==> src/rtl/cpu_ctrl_pkg.sv <==
// =============================================================================
// Module      : cpu_ctrl_pkg
// Description : State encoding, opcode/ALUop and datapath select constants
//               shared by the CPU controller and its memory wait timer.
// Revision    : 1.0 - initial release
// =============================================================================
`default_nettype none

package cpu_ctrl_pkg;

    typedef logic [4:0] state_t;

    localparam state_t C_ST_WAIT   = 5'd0;
    localparam state_t C_ST_GET_A  = 5'd1;
    localparam state_t C_ST_GET_B  = 5'd2;
    localparam state_t C_ST_ALU    = 5'd3;
    localparam state_t C_ST_WR     = 5'd4;
    localparam state_t C_ST_CMP    = 5'd5;
    localparam state_t C_ST_ALU_Z  = 5'd6;
    localparam state_t C_ST_MOVI   = 5'd7;
    localparam state_t C_ST_ADDR   = 5'd8;
    localparam state_t C_ST_LADDR  = 5'd9;
    localparam state_t C_ST_MEM_RD = 5'd10;
    localparam state_t C_ST_MEM_WB = 5'd11;
    localparam state_t C_ST_GET_D  = 5'd12;
    localparam state_t C_ST_DATA   = 5'd13;
    localparam state_t C_ST_MEM_WR = 5'd14;
    localparam state_t C_ST_HALT   = 5'd15;
    localparam state_t C_ST_NOP    = 5'd16;
    localparam state_t C_ST_TRAP   = 5'd17;

    localparam logic [2:0] C_OP_LDR  = 3'b011;
    localparam logic [2:0] C_OP_STR  = 3'b100;
    localparam logic [2:0] C_OP_ALU  = 3'b101;
    localparam logic [2:0] C_OP_MOV  = 3'b110;
    localparam logic [2:0] C_OP_HALT = 3'b111;

    localparam logic [1:0] C_ALU_ADD = 2'b00;
    localparam logic [1:0] C_ALU_CMP = 2'b01;
    localparam logic [1:0] C_ALU_AND = 2'b10;
    localparam logic [1:0] C_ALU_MVN = 2'b11;
    localparam logic [1:0] C_MOV_REG = 2'b00;
    localparam logic [1:0] C_MOV_IMM = 2'b10;
    localparam logic [1:0] C_MEM_SUB = 2'b00;

    localparam logic [2:0] C_NSEL_RM = 3'b000;
    localparam logic [2:0] C_NSEL_RD = 3'b001;
    localparam logic [2:0] C_NSEL_RN = 3'b010;

    localparam logic [1:0] C_VSEL_C      = 2'b00;
    localparam logic [1:0] C_VSEL_SXIMM8 = 2'b10;
    localparam logic [1:0] C_VSEL_MDATA  = 2'b11;

    // First state of each instruction; illegal encodings map to NOP and the
    // controller decides whether that becomes a trap.
    function automatic state_t first_state(input logic [2:0] op, input logic [1:0] alu);
        state_t st;
        st = C_ST_NOP;
        case (op)
            C_OP_ALU:  st = (alu == C_ALU_MVN) ? C_ST_GET_B : C_ST_GET_A;
            C_OP_MOV: begin
                if (alu == C_MOV_REG)      st = C_ST_GET_B;
                else if (alu == C_MOV_IMM) st = C_ST_MOVI;
            end
            C_OP_LDR:  if (alu == C_MEM_SUB) st = C_ST_GET_A;
            C_OP_STR:  if (alu == C_MEM_SUB) st = C_ST_GET_A;
            C_OP_HALT: st = C_ST_HALT;
            default:   st = C_ST_NOP;
        endcase
        return st;
    endfunction

endpackage

`default_nettype wire

==> src/rtl/cpu_ctrl_fsm_mem_wait_timer.sv <==
// =============================================================================
// Module      : mem_wait_timer
// Description : Saturating count of not-ready cycles during a memory access;
//               flags a timeout on the cycle the count would reach MEM_TIMEOUT.
// Revision    : 1.0 - initial release
// =============================================================================
`default_nettype none

module mem_wait_timer #(
    parameter int MEM_TIMEOUT = 15
) (
    input  logic clk,
    input  logic rst,
    input  logic clear,
    input  logic enable,
    input  logic ready,
    output logic timeout
);

    generate
        if (MEM_TIMEOUT == 0) begin : g_disabled
            logic w_unused;
            assign w_unused = &{1'b0, clk, rst, clear, enable, ready};
            assign timeout  = 1'b0;
        end else begin : g_counter
            localparam int C_W = $clog2(MEM_TIMEOUT + 1);
            localparam logic [C_W-1:0] C_LIMIT = C_W'(MEM_TIMEOUT);
            localparam logic [C_W-1:0] C_LAST  = C_W'(MEM_TIMEOUT - 1);
            localparam logic [C_W-1:0] C_ONE   = C_W'(1);

            logic [C_W-1:0] r_count;

            always_ff @(posedge clk) begin
                if (rst || clear) begin
                    r_count <= '0;
                end else if (enable && !ready && (r_count != C_LIMIT)) begin
                    r_count <= r_count + C_ONE;
                end
            end

            // A ready in the same cycle always wins over the timeout.
            assign timeout = enable && !ready && (r_count == C_LAST);
        end
    endgenerate

endmodule

`default_nettype wire

==> src/rtl/cpu_ctrl_fsm.sv <==
// =============================================================================
// Module      : cpu_ctrl_fsm
// Description : Moore controller sequencing register-file/ALU strobes and the
//               memory handshake. Define CPU_CTRL_ILLEGAL_TRAP_EN to trap on
//               illegal instructions and memory timeouts.
// Revision    : 1.0 - initial release
// =============================================================================
`default_nettype none

module cpu_ctrl_fsm
    import cpu_ctrl_pkg::*;
#(
    parameter int MEM_TIMEOUT = 15
) (
    input  logic       clk,
    input  logic       reset,
    input  logic       s,
    input  logic [2:0] opcode,
    input  logic [1:0] ALUop,
    input  logic       mem_ready,
    output logic       W,
    output logic [2:0] nsel,
    output logic [1:0] vsel,
    output logic       write,
    output logic       loada,
    output logic       loadb,
    output logic       loadc,
    output logic       loads,
    output logic       asel,
    output logic       bsel,
    output logic       load_addr,
    output logic       mem_req,
    output logic       mem_write,
    output logic       halted,
    output logic       trap
);

`ifdef CPU_CTRL_ILLEGAL_TRAP_EN
    localparam state_t C_FAULT_STATE = C_ST_TRAP;
`else
    localparam state_t C_FAULT_STATE = C_ST_WAIT;
`endif

    state_t     r_state;
    state_t     w_next;
    state_t     w_first;
    logic [2:0] r_opcode;
    logic [1:0] r_alu_op;
    logic       w_in_mem;
    logic       w_timeout;
    logic       w_is_ldr;
    logic       w_is_cmp;
    logic       w_is_two_op;

    assign w_in_mem    = (r_state == C_ST_MEM_RD) || (r_state == C_ST_MEM_WR);
    assign w_is_ldr    = (r_opcode == C_OP_LDR);
    assign w_is_cmp    = (r_opcode == C_OP_ALU) && (r_alu_op == C_ALU_CMP);
    assign w_is_two_op = (r_opcode == C_OP_ALU) &&
                         ((r_alu_op == C_ALU_ADD) || (r_alu_op == C_ALU_AND));

    mem_wait_timer #(
        .MEM_TIMEOUT (MEM_TIMEOUT)
    ) u_timer (
        .clk     (clk),
        .rst     (reset),
        .clear   (!w_in_mem),
        .enable  (w_in_mem),
        .ready   (mem_ready),
        .timeout (w_timeout)
    );

    // The decode register only changes on the WAIT exit edge.
    always_ff @(posedge clk) begin
        if (reset) begin
            r_state  <= C_ST_WAIT;
            r_opcode <= '0;
            r_alu_op <= '0;
        end else begin
            r_state <= w_next;
            if ((r_state == C_ST_WAIT) && s) begin
                r_opcode <= opcode;
                r_alu_op <= ALUop;
            end
        end
    end

    always_comb begin
        w_first = first_state(opcode, ALUop);
`ifdef CPU_CTRL_ILLEGAL_TRAP_EN
        if (w_first == C_ST_NOP) w_first = C_ST_TRAP;
`endif
    end

    always_comb begin
        w_next = r_state;
        case (r_state)
            C_ST_WAIT:   if (s) w_next = w_first;
            C_ST_GET_A:  w_next = (r_opcode == C_OP_ALU) ? C_ST_GET_B : C_ST_ADDR;
            C_ST_GET_B:  w_next = w_is_cmp ? C_ST_CMP : (w_is_two_op ? C_ST_ALU : C_ST_ALU_Z);
            C_ST_ALU:    w_next = C_ST_WR;
            C_ST_ALU_Z:  w_next = C_ST_WR;
            C_ST_ADDR:   w_next = C_ST_LADDR;
            C_ST_LADDR:  w_next = w_is_ldr ? C_ST_MEM_RD : C_ST_GET_D;
            C_ST_GET_D:  w_next = C_ST_DATA;
            C_ST_DATA:   w_next = C_ST_MEM_WR;
            C_ST_MEM_RD: begin
                if (mem_ready)      w_next = C_ST_MEM_WB;
                else if (w_timeout) w_next = C_FAULT_STATE;
            end
            C_ST_MEM_WR: begin
                if (mem_ready)      w_next = C_ST_WAIT;
                else if (w_timeout) w_next = C_FAULT_STATE;
            end
            C_ST_HALT:   w_next = C_ST_HALT;
            C_ST_TRAP:   w_next = C_ST_TRAP;
            default:     w_next = C_ST_WAIT;
        endcase
    end

    always_comb begin
        W         = 1'b0;
        nsel      = C_NSEL_RM;
        vsel      = C_VSEL_C;
        write     = 1'b0;
        loada     = 1'b0;
        loadb     = 1'b0;
        loadc     = 1'b0;
        loads     = 1'b0;
        asel      = 1'b0;
        bsel      = 1'b0;
        load_addr = 1'b0;
        mem_req   = 1'b0;
        mem_write = 1'b0;
        halted    = 1'b0;
        trap      = 1'b0;
        case (r_state)
            C_ST_WAIT:   W = 1'b1;
            C_ST_GET_A:  begin nsel = C_NSEL_RN; loada = 1'b1; end
            C_ST_GET_B:  begin nsel = C_NSEL_RM; loadb = 1'b1; end
            C_ST_ALU:    loadc = 1'b1;
            C_ST_WR:     begin nsel = C_NSEL_RD; vsel = C_VSEL_C; write = 1'b1; end
            C_ST_CMP:    loads = 1'b1;
            C_ST_ALU_Z:  begin asel = 1'b1; loadc = 1'b1; end
            C_ST_MOVI:   begin nsel = C_NSEL_RN; vsel = C_VSEL_SXIMM8; write = 1'b1; end
            C_ST_ADDR:   begin bsel = 1'b1; loadc = 1'b1; end
            C_ST_LADDR:  load_addr = 1'b1;
            C_ST_MEM_RD: mem_req = 1'b1;
            C_ST_MEM_WB: begin nsel = C_NSEL_RD; vsel = C_VSEL_MDATA; write = 1'b1; end
            C_ST_GET_D:  begin nsel = C_NSEL_RD; loadb = 1'b1; end
            C_ST_DATA:   begin asel = 1'b1; loadc = 1'b1; end
            C_ST_MEM_WR: begin mem_req = 1'b1; mem_write = 1'b1; end
            C_ST_HALT:   halted = 1'b1;
`ifdef CPU_CTRL_ILLEGAL_TRAP_EN
            C_ST_TRAP:   trap = 1'b1;
`endif
            default:     ;
        endcase
    end

endmodule

`default_nettype wire

==> config.mk <==
export PLATFORM = sky130hd
export DESIGN_NAME = cpu_ctrl_fsm
export DESIGN_NICKNAME = d
export VERILOG_FILES = /design/src/rtl/cpu_ctrl_pkg.sv /design/src/rtl/cpu_ctrl_fsm_mem_wait_timer.sv /design/src/rtl/cpu_ctrl_fsm.sv
export SDC_FILE = /design/constraint.sdc
export NUM_CORES = 1
export LEC_CHECK = 0
export ABC_AREA = 1
export BUFFER_PORTS_ARGS = -buffer_cell sky130_fd_sc_hd__buf_2
export CAP_MARGIN = 0
export CORE_ASPECT_RATIO = 1.4
export CORE_MARGIN = 2
export CORE_UTILIZATION = 48
export CTS_BUF_LIST = sky130_fd_sc_hd__clkbuf_4 sky130_fd_sc_hd__clkbuf_8 sky130_fd_sc_hd__clkbuf_16
export CTS_CLUSTER_DIAMETER = 120
export DETAILED_ROUTE_END_ITERATION = 7
export PLACE_DENSITY_LB_ADDON = 0.12
export SLEW_MARGIN = 20
export SYNTH_ARGS = -nofsm -noshare
export SYNTH_HDL_FRONTEND = slang
export SYNTH_HIERARCHICAL = 1
export SYNTH_SLANG_ARGS = --single-unit
==> constraint.sdc <==
create_clock -name clk -period 1.7 [get_ports clk]
set_clock_uncertainty 0.2 [all_clocks]
set_input_delay 0.34 -clock clk [delete_from_list [all_inputs] [get_ports clk]]
set_output_delay 0.34 -clock clk [all_outputs]
set_load 0.02 [all_outputs]
======== Yosys cells after proc, flatten, opt, wreduce, memory -nomap -nowiden ========
Cells that the tools add are included.
operators by class
  $add $sub $neg .......................... 1
  $mul .................................... 0
  divide/modulo/power cells ............... 0
  order comparisons ....................... 0
  equality and inequality tests ........... 30
  shifts and indexed selects .............. 0
  multiplexer cells ....................... 28
  bitwise operators ....................... 0
  reduce and logical (&&, ||, !) cells .... 23
operator list
  kind                                            count
  case mux 5 bit (12 select lines)                1
  == test 5 x 4 -> 1 bit (second input constant)  8
  two-way mux 5 bit                               7
  == test 5 x 3 -> 1 bit (second input constant)  4
  case mux 5 bit (4 select lines)                 1
  == test 3 bit (second input constant)           5
  two-way mux 1 bit                               12
  OR reduction 2 bit                              6
  == test 5 x 2 -> 1 bit (second input constant)  2
  two-way mux 3 bit                               3
  case mux 2 bit (2 select lines)                 2
  == test 2 bit (second input constant)           3
  == test 3 x 2 -> 1 bit (second input constant)  2
  logical AND 1 bit                               6
  OR reduction 3 bit                              2
  == test 5 x 1 -> 1 bit (second input constant)  1
  == test 5 bit (second input constant)           1
  logical NOT 5 bit                               1
  adder 4 x 1 -> 4 bit (second input constant)    1
  == test 4 bit (second input constant)           1
  logical NOT 2 bit                               2
  two-way mux 4 bit                               1
  inequality test 4 bit (second input constant)   1
  OR reduction 4 bit                              1
  other kinds (5)                                 8
storage, ports and cells
  register bits ........................... 14
  latch bits .............................. 0
  memory bits (writable) .................. 0
  memory bits (read-only) ................. 0
  output and inout port bits .............. 18
  memories kept ........................... 0

======== Logic depth before layout (Yosys ltp) ========
  depth after elaboration ................. 7
  depth in mapped cells ................... 15
  gate-level depth less buffers ........... 15

======== By module ========
The synthesis kept the hierarchy.
modules (own cells, without submodules)
  module          instances  cells an instance  area each (um2)
  cpu_ctrl_fsm    1          174                988.4
  mem_wait_timer  1          34                 231.5

======== Worst setup path after synthesis ========
OpenSTA, ideal clock, no wires.
  path kind ............................... flip-flop to flip-flop
  start ................................... register r_state[1]
  end ..................................... register r_state[0]
  library setup time ...................... 0.109 ns
  arrival ................................. 1.927 ns
  slack ................................... -0.536 ns
  cell stages (with the launch flop) ...... 16
  path buffers ............................ 0
  path through ............................ dfxtp_1 inv_2 nor2_2 nand2_1 nor2_1 inv_1 nor3_1 inv_1 nand2_1 nand2_1 nand3_1 nand2_1 inv_1 nand3_1 nand2_1 inv_1
on the way
  cells in the longest elaborated chain, start to end .. 7
  elaborated cells on any way between the ends .. 22
  classes of those cells .................. 13 x eq/ne; 4 x mux; 5 x reduce/logical
RTL lines
  element                                      RTL line                           source
  start: declaration                           cpu_ctrl_fsm.sv:44                 state_t r_state;
  start signal: assignment                     cpu_ctrl_fsm.sv:79                 r_state <= w_next;
  == test 5 x 4 -> 1 bit                       cpu_ctrl_fsm.sv:55                 assign w_in_mem = (r_state == C_ST_MEM_RD) || (r_state == C_ST_MEM_WR);
  logical OR 1 bit (*)                         cpu_ctrl_fsm.sv:55
  logical AND 1 bit (*) (2 in series)          cpu_ctrl_fsm_mem_wait_timer.sv:42  assign timeout = enable && !ready && (r_count == C_LAST);
  net w_timeout                                cpu_ctrl_fsm.sv:50                 logic w_timeout;
  two-way mux 5 bit (*)                        n/a
  two-way mux 5 bit, on equally long branches  n/a
  case mux 5 bit (12 select lines) (*)         cpu_ctrl_fsm.sv:96                 case (r_state)
Mark *: on every way through the listed nets, which the timed path passes. The rest lies on a longest branch.
A chain may end at the register's enable or synchronous reset.

======== Worst setup path in the final report ========
  start ................................... register r_state[4]
  end ..................................... output write
on the way
  cells in the longest elaborated chain, start to end .. 3
  elaborated cells on any way between the ends .. 5
  classes of those cells .................. 3 x eq/ne; 1 x mux; 1 x reduce/logical
RTL lines
  element                                                                  RTL line             source
  == test 5 x 4 -> 1 bit / == test 5 x 3 -> 1 bit (equally long branches)  cpu_ctrl_fsm.sv:136  case (r_state)
  OR reduction 3 bit (no line) (*)                                         n/a
  two-way mux 1 bit (*)                                                    cpu_ctrl_fsm.sv:136
  end: declaration                                                         cpu_ctrl_fsm.sv:24   output logic write,
Every way passes the cells marked *; elsewhere a longest branch is shown, timed or not.

==> metrics.md <==
| Metric | Value |
|---|---|
| Post-Syn Area | `roughly 1200 µm²` |
| Ys Warns | `6` |
| Global-route wire length before repair | `6340 µm` |
| Worst r2r src | `r_state[4]` |
| Num CTS Buffers | `3` |
| Total gr overflow | `0` |
| DRC | `0` |
| CTS sink cnt | `14` |
| Hold path cells | `4` |
| Critical path peak fanout | `4` |
| Pre-CTS setup slack | `-0.103 ns` |
| Top-area cell type share of the netlist area | `0.230` |
| Core box area | `approximately 2400 µm²` |
| Non-filler cells, final | `between 300 and 400` |
| Vias in the first global route | `between 1500 and 2000` |
| CP Capture Type | `output pin` |
| Die Wd | `about 47 µm` |
| Combinational share of power | `0.571` |
| Synth Register Bits | `14` |
| Share of power burned in registers | `0.277` |
| Commonest non-fill, non-tap cell in the layout | `nand2_1` |
| FF-to-FF End | `r_state[0]` |
| Fmax | `slightly above 500 MHz` |
| Max VDD drop | `between 0.7 and 0.8 mV` |
| Final Hold Viols | `0` |
| CP Launch Type | `flip-flop` |
| Antenna violations before repair | `0` |
| Hold path start | `reset` |
| Worst-path clk slew | `~0.090 ns` |
| Clk_lat worst skew | `between 0.2 and 0.3 ns` |
| CP Class | `reg -> out` |
| Area grow syn2layout | `62.4%` |
| Final Wtd Congestion | `~0.90` |
| Reg2Reg Depth | `16` |
| Crit path arrival time | `1.45 ns` |
| Failing checks | `negative setup slack` |
| Period utilization | `1.17` |
| Post-Synthesis Cells | `208` |
| Yosys top cell by area | `dfxtp_1` |
| Crit path time final | `approximately 2 ns` |
| Worst Path Required | `approximately 1.2 ns` |
| Port bufs | `24` |
| Pre-antenna DRT Iters | `4` |
| Share of cells above drive strength 1 | `0.470` |
| Rows | `21` |
| DR iter-0 viols | `between 60 and 70` |
| Max-slew violation count | `0` |
| Clk root buf | `clkbuf_4` |
| Worst Hold Class | `in -> reg` |
| Unrepaired setup endpoints after global routing | `true` |
| Clk buf depth | `2` |
| DR WL/cell | `about 15 µm` |
| Pin count of the biggest net entering global routing | `10` |
| Vias per cell | `5.33` |
| IO Pins | `27` |
| Routed WL | `about 4500 µm` |
| Max-cap violations | `0` |
| Sequential share of the synthesized area | `0.230` |
| CTS tree | `yes` |
| Most frequent cells in the layout | `nand2_1, buf_4, inv_1` |
| Post-route cell area | `between 1500 and 2000 µm²` |
| Slack of the worst reg-to-reg path | `-0.14 ns` |
| Sw Ratio | `0.455` |
| Initial core utilization | `0.510` |
| Diode count | `0` |
| Placed Instances | `~280` |
| Final Core Density | `0.828` |
| Hold EP | `u_timer/g_counter.r_count[1]` |
| Total track usage | `0.285` |
| NumNets Final | `282` |
| Area contributors post-synth | `dfxtp_1, nand2_1, inv_1` |
| Clock power frac | `0.152` |
| Placement Cell Area | `around 1500 µm²` |
| Worst Setup Slack, final | `-0.287 ns` |
| Post-synthesis cell type count | `24` |
| Die height | `approximately 64 µm` |
| WHS | `~0.17 ns` |
| Pwr Density | `816 nW/µm²` |
| HPWL Detailed | `2820 µm` |
| Vias | `about 1600` |
| Cell internal pwr | `882 µW` |
| H-tree levels | `1` |
| Hold_buf cts | `0` |
| Setup violators final | `20` |
| Psw | `around 740 µW` |
| Die area | `~3000 µm²` |
| Syn avg cell area | `5.87 µm²` |
| Status | `finished, violations left` |
| LEAKAGE | `approximately 0.97 nW` |
| Routed Antenna Nets | `0` |
-- cell families after synthesis --
family / Yosys count / share of synthesized area
xor+xnor: 1 / 0.00718
compound gates: 30 / 0.129
fa+ha+maj: 2 / 0.0205
flops: 14 / 0.230
other cells: 1 / 0.00307
simple gates: 122 / 0.485
buf+inv: 38 / 0.125
-- per-layer routing --
| metal | global-route usage | routed length [µm] | vias up |
|---|---|---|---|
| met5 | 0 | 0 | - |
| met2 | 0.536 | 2430 | 81 |
| met4 | 0.107 | 191 | 0 |
| met3 | 0.0315 | 190 | 24 |
| li1 | - | - | 784 |
| met1 | 0.297 | 1700 | 732 |
-- how the worst max path moves through the flow --
| stage | startpoint | endpoint | depth (start not counted) |
|---|---|---|---|
| 3_5_place_dp | r_state[1] | r_state[0] | 15 |
| 4_1_cts | r_state[1] | loadc | 7 |
| 3_3_place_gp | r_state[1] | r_state[0] | 15 |
| 2_1_floorplan | r_state[1] | r_state[0] | 15 |
| 6_report | r_state[4] | write | 8 |
| 5_1_grt | r_state[4] | write | 8 |
-- cell usage after synthesis, drive strengths merged --
cell	count
a21boi	1
o211ai	2
nor2	38
conb	1
nand3b	2
xor2	1
and2	1
inv	36
nand3	22
ha	2
nand4	2
buf	2
a21oi	10
nand2	54
nor3	3
dfxtp	14
o21ai	17
-- power by group through the flow --
stage / clock (mW) / combinational (mW) / sequential [mW]
finish: 0.245 / 0.924 / 0.448
global route: 0.258 / 0.997 / 0.455
CTS: 0.248 / 0.823 / 0.443
detailed placement: 0 / 0.684 / 0.445
global placement: 0 / 0.671 / 0.443
floorplan: 0 / 0.465 / 0.448
-- per-stage QoR --
step | setup TNS (ns) | total power [mW]
finish | -3.07 | 1.62
global route | -4.52 | 1.71
CTS | -1.70 | 1.51
detailed placement | -0.190 | 1.13
global placement | -0.0559 | 1.11
floorplan | -0.443 | 0.912
-- final cells by class --
cell class                      instances  area (µm²)
Sequential cell                        14         298
Tap cell                               34        42.5
Timing Repair Buffer                   59         499
Clock buffer                            4        36.3
Fill cell                             144         410
Multi-Input combinational cell        157         955
Inverter                               36         150
-- flip-flops by register name (all words and copies together) (netlist names) --
| signal | count |
|---|---|
| u_timer/g_counter.r_count | 4 |
| r_opcode | 3 |
| r_state | 5 |
| r_alu_op | 2 |
-- critical path, cell delays in order, from the launching register on --
cell and delay (ns):
dfxtp_2 0.35, inv_4 0.09, nand2_4 0.08, inv_4 0.09, nand2_8 0.07, nor2_4 0.13
inv_2 0.07, o211ai_1 0.10, buf_4 0.18
-- what timing repair did --
item	in CTS	in global routing
buffers inserted	11	7
gates resized for setup	55	27
setup endpoints to repair	20	25
pin swaps	12	7
Note: power is estimated with default switching activity, not from simulation.
